<file path="config.mk">
export PLATFORM = sky130hd
export DESIGN_NAME = mem_arbiter
export DESIGN_NICKNAME = d
export VERILOG_FILES = /design/src/rtl/cpu_pkg.sv /design/src/rtl/mem_arbiter_arb_prio.sv /design/src/rtl/mem_arbiter.sv
export SDC_FILE = /design/constraint.sdc
export NUM_CORES = 1
export LEC_CHECK = 0
export CORE_ASPECT_RATIO = 2
export CORE_UTILIZATION = 29
export CTS_CLUSTER_DIAMETER = 50
export DETAILED_ROUTE_END_ITERATION = 16
export PLACE_DENSITY = 0.95
export REMOVE_ABC_BUFFERS = 1
export SLEW_MARGIN = 10
export SYNTH_ARGS = -nofsm -noshare
export SYNTH_HDL_FRONTEND = slang
export SYNTH_SLANG_ARGS = --single-unit
</file>
<file path="constraint.sdc">
create_clock -name clk -period 4 [get_ports clk]
set_clock_uncertainty 0.2 [all_clocks]
set_input_delay 1.2 -clock clk [delete_from_list [all_inputs] [get_ports clk]]
set_output_delay 1.2 -clock clk [all_outputs]
set_load 0.02 [all_outputs]
</file>
<file path="src/rtl/cpu_pkg.sv">
// Shared encodings for the memory arbiter: FSM states and transfer owners.
package cpu_pkg;

    typedef enum logic {
        ST_IDLE = 1'b0,
        ST_HOLD = 1'b1
    } state_e;

    typedef enum logic [1:0] {
        OWN_NONE = 2'd0,
        OWN_IF   = 2'd1,
        OWN_D    = 2'd2
    } owner_e;

endpackage

</file>
<file path="src/rtl/mem_arbiter_arb_prio.sv">
// Fixed data-over-fetch priority with a starvation counter that forces
// fetch to win after STARVE_LIMIT consecutive lost arbitrations.
module arb_prio
    import cpu_pkg::*;
#(
    parameter int STARVE_LIMIT = 4
) (
    input  logic       clk,
    input  logic       rst_n,
    input  logic       if_req_i,
    input  logic       d_req_i,
    input  logic       if_xfer_i,
    input  logic       d_xfer_i,
    output logic [1:0] winner_o
);

    localparam logic [3:0] LIMIT = 4'(STARVE_LIMIT);

    logic [3:0] starve_q;
    logic [3:0] starve_d;
    logic       fetch_force;

    assign fetch_force = if_req_i && (starve_q == LIMIT);

    always_comb begin
        winner_o = OWN_NONE;
        if (d_req_i && !fetch_force) begin
            winner_o = OWN_D;
        end else if (if_req_i) begin
            winner_o = OWN_IF;
        end
    end

    // Only data transfers completed while fetch is waiting count as starvation.
    always_comb begin
        starve_d = starve_q;
        if (!if_req_i || if_xfer_i) begin
            starve_d = '0;
        end else if (d_xfer_i && (starve_q != LIMIT)) begin
            starve_d = starve_q + 4'd1;
        end
    end

    always_ff @(posedge clk) begin
        if (!rst_n) begin
            starve_q <= '0;
        end else begin
            starve_q <= starve_d;
        end
    end

endmodule

</file>
<file path="src/rtl/mem_arbiter.sv">
// Two-requester memory arbiter: fetch and load/store ports share one
// single-cycle-latency memory, with selection locked while memory stalls.
module mem_arbiter
    import cpu_pkg::*;
#(
    parameter int ADDR_W       = 16,
    parameter int DATA_W       = 16,
    parameter int STARVE_LIMIT = 4
) (
    input  logic              clk,
    input  logic              rst_n,
    input  logic              if_req,
    input  logic [ADDR_W-1:0] if_addr,
    output logic              if_gnt,
    output logic              if_rvalid,
    input  logic              d_req,
    input  logic              d_we,
    input  logic [ADDR_W-1:0] d_addr,
    input  logic [DATA_W-1:0] d_wdata,
    output logic              d_gnt,
    output logic              d_rvalid,
    output logic [DATA_W-1:0] rdata,
    output logic              mem_en,
    output logic              mem_we,
    output logic [ADDR_W-1:0] mem_addr,
    output logic [DATA_W-1:0] mem_wdata,
    input  logic              mem_ready,
    input  logic [DATA_W-1:0] mem_rdata,
    output logic              stall
);

    state_e     state_q, state_d;
    owner_e     hold_q, hold_d;
    owner_e     resp_q, resp_d;
    owner_e     sel;
    logic [1:0] winner;
    logic       xfer;

    arb_prio #(
        .STARVE_LIMIT(STARVE_LIMIT)
    ) u_prio (
        .clk       (clk),
        .rst_n     (rst_n),
        .if_req_i  (if_req),
        .d_req_i   (d_req),
        .if_xfer_i (if_gnt),
        .d_xfer_i  (d_gnt),
        .winner_o  (winner)
    );

    // Reset masks selection so nothing is presented or granted in that cycle.
    always_comb begin
        sel = OWN_NONE;
        if (rst_n) begin
            sel = (state_q == ST_HOLD) ? hold_q : owner_e'(winner);
        end
    end

    always_comb begin
        mem_en    = (sel != OWN_NONE);
        mem_we    = (sel == OWN_D) && d_we;
        mem_addr  = '0;
        mem_wdata = '0;
        if (sel == OWN_D) begin
            mem_addr  = d_addr;
            mem_wdata = d_wdata;
        end else if (sel == OWN_IF) begin
            mem_addr  = if_addr;
        end
    end

    assign xfer      = mem_en && mem_ready;
    assign if_gnt    = xfer && (sel == OWN_IF);
    assign d_gnt     = xfer && (sel == OWN_D);
    assign stall     = if_req && !if_gnt;
    assign if_rvalid = rst_n && (resp_q == OWN_IF);
    assign d_rvalid  = rst_n && (resp_q == OWN_D);
    assign rdata     = (if_rvalid || d_rvalid) ? mem_rdata : '0;

    always_comb begin
        state_d = state_q;
        hold_d  = hold_q;
        resp_d  = (xfer && !mem_we) ? sel : OWN_NONE;
        if (state_q == ST_IDLE) begin
            if (mem_en && !mem_ready) begin
                state_d = ST_HOLD;
                hold_d  = sel;
            end
        end else if (mem_ready) begin
            state_d = ST_IDLE;
            hold_d  = OWN_NONE;
        end
    end

    always_ff @(posedge clk) begin
        if (!rst_n) begin
            state_q <= ST_IDLE;
            hold_q  <= OWN_NONE;
            resp_q  <= OWN_NONE;
        end else begin
            state_q <= state_d;
            hold_q  <= hold_d;
            resp_q  <= resp_d;
        end
    end

endmodule
</file>
== Word level (Yosys, flattened, before mapping) ==
Cells that the tools add are included.

* Register bits: 9
* Input bits: 70
* Output and inout bits: 55

* $add $sub $neg: 1
* Eq/ne operators: 7
* Multiplexer cells: 14
* Bitwise logic cells: 1
* Reduce and logical (&&, ||, !) cells: 24

{| class="wikitable"
|+ Operator list
! kind !! count
|-
| $mux W16 || 4
|-
| $logic_and A1 B1 Y1 || 12
|-
| $mux W2 || 6
|-
| $logic_not A1 Y1 || 5
|-
| $add A4 B1 Y4 const B || 1
|-
| $eq A2 B1 Y1 const B || 2
|-
| $eq A2 B2 Y1 const B || 2
|-
| $eq A4 B3 Y1 const B || 1
|-
| $mux W1 || 4
|-
| $ne A4 B3 Y1 const B || 1
|-
| $reduce_and A2 Y1 || 2
|-
| $reduce_bool A2 Y1 || 2
|-
| $logic_or A1 B1 Y1 || 2
|-
| $ne A2 B2 Y1 const B || 1
|-
| $reduce_or A2 Y1 || 1
|-
| $not A1 Y1 || 1
|}

== Logic depth before layout (Yosys ltp) ==
* Depth in word-level cells: 12
* Gate-level depth with buffers: 7
* Mapped depth without buffers: 6

== Hierarchy ==
From an unflattened synthesis, not the netlist that was laid out.

* Cells, all modules: 121
* Area total of the unflattened synthesis: 978.4 sq um

{| class="wikitable"
|+ By module, submodules not included
! module !! times used !! cells an instance !! area each (sq um) !! sequential area each (sq um)
|-
| mem_arbiter || 1 || 92 || 743.2 || 100.1
|-
| arb_prio || 1 || 29 || 235.2 || 80.1
|}

== Worst setup path after synthesis ==
Ideal clock, no wire load.

* Path type: in2out
* Start point: in rst_n
* End point: out rdata[10]
* Data arrival time: 2,664 ps
* Data required time: 2,600 ps
* Path slack: -64 ps
* Stages on the path: 6
* Buffers on the path: 2
* Path through: clkbuf_2 -> inv_2 -> nor3b_1 -> or2_2 -> buf_4 -> and2_1

* Longest elaborated chain between the ends: 3
* Elaborated cells on any way between the ends: 4
* Those cells by class: mux: 1; reduce/logical: 3

{| class="wikitable"
|+ Ends and longest elaborated chain
! what !! RTL line !! text
|-
| start: declaration || mem_arbiter.sv:11 || <nowiki>input logic rst_n,</nowiki>
|-
| $logic_and A1 B1 Y1 || mem_arbiter.sv:76 || <nowiki>assign if_rvalid = rst_n && (resp_q == OWN_IF);</nowiki>
|-
| named net if_rvalid || mem_arbiter.sv:15 || <nowiki>output logic if_rvalid,</nowiki>
|-
| $logic_or A1 B1 Y1 || mem_arbiter.sv:78 || <nowiki>assign rdata = (if_rvalid || d_rvalid) ? mem_rdata : '0;</nowiki>
|-
| $mux W16 || mem_arbiter.sv:78 ||
|-
| end: declaration || mem_arbiter.sv:22 || <nowiki>output logic [DATA_W-1:0] rdata,</nowiki>
|}

The timed path passes the listed nets, and every way through them passes these cells.

== Worst setup path in the final report ==
* Start point: in if_req
* End point: out mem_addr[1]

* Longest elaborated chain between the ends: 9
* Elaborated cells on any way between the ends: 11
* Those cells by class: eq/ne: 2; mux: 6; reduce/logical: 3

{| class="wikitable"
|+ Ends and longest elaborated chain
! what !! RTL line !! text
|-
| start: declaration || mem_arbiter.sv:12 || <nowiki>input logic if_req,</nowiki>
|-
| $logic_and A1 B1 Y1 || mem_arbiter_arb_prio.sv:23 || <nowiki>assign fetch_force = if_req_i && (starve_q == LIMIT);</nowiki>
|-
| $logic_not A1 Y1 || mem_arbiter_arb_prio.sv:27 || <nowiki>if (d_req_i && !fetch_force) begin</nowiki>
|-
| $logic_and A1 B1 Y1 || mem_arbiter_arb_prio.sv:27 ||
|-
| $mux W2 (*) || mem_arbiter_arb_prio.sv:27 ||
|-
| $mux W2 (*) || mem_arbiter.sv:55 || <nowiki>sel = (state_q == ST_HOLD) ? hold_q : owner_e'(winner);</nowiki>
|-
| $mux W2 (*) || mem_arbiter.sv:54 || <nowiki>if (rst_n) begin</nowiki>
|-
| $eq A2 B1 Y1 || mem_arbiter.sv:67 || <nowiki>end else if (sel == OWN_IF) begin</nowiki>
|-
| $mux W16 || mem_arbiter.sv:67 ||
|-
| $mux W16 (*) || mem_arbiter.sv:64 || <nowiki>if (sel == OWN_D) begin</nowiki>
|-
| end: declaration || mem_arbiter.sv:25 || <nowiki>output logic [ADDR_W-1:0] mem_addr,</nowiki>
|}

Every way passes the cells marked *; elsewhere a longest branch is shown, timed or not.

==> run summary <==
Outcome
- **result of the run** complete, no violations

Logic synthesis
- **count of flip-flops with a built-in enable after synthesis** 0
- **Cells after Synth** 126
- **Yosys warning count** 0
- **number of synthesized register bits** 9
- **most common flop cell mapped by yosys** sky130_fd_sc_hd__dfxtp_1
- **netlist area before placement** 1060 sq um
- **average size of a mapped cell** 8.411 sq um
- **most common cell in the netlist** sky130_fd_sc_hd__and2_1
- **cells taking the most area after synthesis** sky130_fd_sc_hd__and2_1, sky130_fd_sc_hd__dfxtp_1, sky130_fd_sc_hd__a22o_2
- **proportion of synthesized chip area in sequential cells** 0.1700
- **top-area cell type share of the netlist area** 0.2007
- **dominant cell type by area after synthesis** sky130_fd_sc_hd__and2_1
- **FFs w/ async S/R, synth** 0
- **top cell types by occurrence after synthesis** sky130_fd_sc_hd__and2_1, sky130_fd_sc_hd__a22o_2, sky130_fd_sc_hd__dfxtp_1
- **count of unique library cells instantiated by Yosys** 41

Timing
- **final number of max-transition violations** 0
- **Final WS setup** 0.04175 ns
- **Final Hold Violating Endpoints** 0
- **final critical-path share of the clock period** 0.9896
- **Worst Max-Slew Pin Slew** 0.4598 ns
- **worst rel slew slack** 0.6930
- **setup repair after global routing missed its margin** true
- **FMAX** 252.6 MHz
- **Setup Viol. Count Final** 0
- **min cycle time layout** 3.958 ns

Power
- **Pwr per Cell Area** 170.9 nW/um^2
- **Final Power** 0.0004248 W
- **static power due to leakage** 1.131 nW
- **maximum vdd ir drop** 0.0002041 V

Layout
- **summed area of non-filler cells in the final layout** 2485 sq um
- **final cell count without fillers** 320
- **Diodes inserted** 0
- **synthesis-to-finish area growth** 134.5%
- **post-route core utilization** 0.7196
- **fraction of final layout cells sized beyond drive strength 1** 0.3309
- **total number of nets in the final design** 345

Clock tree
- **maximum clock path buffer count** 2
- **hold-fix buffer count after cts** 0
- **Root Buffer** sky130_fd_sc_hd__clkbuf_8
- **number of buffers created by CTS** 3
- **clock tree from TritonCTS** yes
- **insertion delay of the later-clocked pin in the worst-skew pair** 0.24 ns
- **H-Tree Level Count** 1
- **number of sinks handled by clock tree synthesis** 9
- **clock slew at reported path FFs** 0.05 ns

Die
- **vertical extent of the die** 87.49 um
- **die width** 44.75 um
- **DIE AREA** 3915 sq um
- **cell row count** 30
- **area of the core region** 3453 sq um
- **I/O pin count** 125
- **effective utilization at floorplan** 0.3069

Route
- **routed wire length** 5377 um
- **DRT antenna net count** 0
- **first drt pass iteration count** 4
- **Residual DRC** 0
- **average wire per cell in the routed design** 16.80 um
- **drt via density** 5.003
- **total via count in the routed design** 1601
- **iteration-0 DRC count of the detailed router** 33

Placement
- **HPWL after detailed placement** 4098 um
- **cell area after placement** 2455 sq um
- **count of input and output buffers** 124
- **Worst Setup Slack post-DPL** -0.7233 ns
- **placed insts** 310
- **final weighted congestion in routability-driven placement** 0.9268

Global route
- **first-pass GRT wire length** 7748 um
- **vias in the first global route** 1624
- **pin count of the biggest net entering global routing** 29
- **total track usage** 0.2697
- **number of antenna violations at the first check in global routing** 0
- **global route overflow** 0

Job
- **Maximum Capacitance Violations** 0

Critical path
- **Critical Path End Type** primary output
- **critical path data required time** 2.60 ns
- **Worst EP arrival** 2.56 ns
- **critical register-to-register path startpoint** u_prio.starve_q[0]
- **FF-to-FF path depth** 8
- **Critical Setup Path Class** in -> out
- **launching element of the worst setup path** if_req
- **flop2flop setup slack** 2.02 ns
- **destination of the critical timing path** mem_addr[1]
- **end of the worst register-to-register path** u_prio.starve_q[2]
- **Setup crit start kind** input port
- **highest fanout seen on the critical path** 9

Worst hold path
- **classification of the worst-slack hold path** reg -> reg

worst min-delay path by stage:
stage | cells past startpoint | start | slack, ns | endpoint
CTS | 2 | u_prio.starve_q[1] | 0.37 | u_prio.starve_q[1]
global route | 2 | u_prio.starve_q[1] | 0.41 | u_prio.starve_q[1]
floorplan | 2 | hold_q[1] | 0.32 | hold_q[1]
global placement | 2 | u_prio.starve_q[1] | 0.34 | u_prio.starve_q[1]
detailed placement | 2 | hold_q[1] | 0.36 | hold_q[1]
finish | 2 | u_prio.starve_q[1] | 0.36 | u_prio.starve_q[1]
layout by cell type (no fill, tap or decap), types with 3 or more instances in the layout:
cell type and n:
sky130_fd_sc_hd__dfxtp_1 9, sky130_fd_sc_hd__nor3_1 3, sky130_fd_sc_hd__a22o_2 14, sky130_fd_sc_hd__a21oi_1 7, sky130_fd_sc_hd__buf_6 4, sky130_fd_sc_hd__buf_2 13, sky130_fd_sc_hd__a211oi_1 3, sky130_fd_sc_hd__clkdlybuf4s15_1 7
sky130_fd_sc_hd__inv_1 4, sky130_fd_sc_hd__clkbuf_2 7, sky130_fd_sc_hd__nor2_1 4, sky130_fd_sc_hd__nand2_1 6, sky130_fd_sc_hd__buf_4 24, sky130_fd_sc_hd__clkbuf_8 3, sky130_fd_sc_hd__dlygate4sd2_1 14, sky130_fd_sc_hd__clkdlybuf4s50_1 68
sky130_fd_sc_hd__clkdlybuf4s15_2 8, sky130_fd_sc_hd__and2_1 34
cell families after synthesis:
| family | after synthesis | synth area share |
|---|---|---|
| buf+inv | 12 | 0.07554 |
| fa+ha+maj | 2 | 0.02361 |
| xor+xnor | 1 | 0.008266 |
| flops | 9 | 0.1700 |
| simple gates | 66 | 0.3943 |
| mux | 1 | 0.009445 |
| compound gates | 35 | 0.3188 |
area by class of cell:
type | count | area (sq um)
clock buffer | 4 | 45.04
timing repair buffer | 149 | 1369
tap | 48 | 60.06
inverter | 5 | 18.77
multi-input combinational | 105 | 812.0
sequential | 9 | 180.2
fill | 274 | 968.4
timing repair:
| item | in CTS | in global routing |
|---|---|---|
| cloned | 1 | 0 |
| endpoints found under the setup margin | 55 | 26 |
| setup buffers | 5 | 0 |
| pin swaps | 3 | 1 |
| gates resized for setup | 149 | 15 |
sequential cells by signal, summed over array words and instances (netlist names):
| name | flops |
|---|---|
| u_prio.starve_q | 4 |
| hold_q | 2 |
| resp_q | 2 |
| state_q | 1 |
metrics by stage:
stage               hold slack (ns)   TNS, ns
finish                       0.3628         0
global route                 0.4143  -0.05440
CTS                          0.3652         0
detailed placement           0.3559    -31.46
global placement             0.3439    -29.68
floorplan                    0.3199         0
layer usage:
metal  vias up  part of all wire  track usage
li1        749                 -            -
met1       716              0.31       0.2263
met2       105              0.54       0.5160
met3        31             0.097      0.07469
met4         0             0.050       0.1653
met5         -                 0            0
critical path, cell delays in order:
cell and delay [ns]:
sky130_fd_sc_hd__buf_2 0.12, sky130_fd_sc_hd__buf_4 0.14, sky130_fd_sc_hd__nor3b_2 0.15, sky130_fd_sc_hd__o21ai_2 0.20, sky130_fd_sc_hd__o31ai_4 0.12, sky130_fd_sc_hd__buf_6 0.13
sky130_fd_sc_hd__buf_12 0.12, sky130_fd_sc_hd__a22o_2 0.22, sky130_fd_sc_hd__buf_4 0.16
report_power, final:
group | leakage, nW | switching [W] | total [W] | internal, W
combinational | 1.04 | 0.0000881 | 0.000214 | 0.000126
clock | 0.0228 | 0.0000427 | 0.000113 | 0.0000700
sequential | 0.0732 | 0.00000492 | 0.0000976 | 0.0000926
total | 1.13 | 0.000136 | 0.000425 | 0.000289
Power figures use the tool's default switching activity.
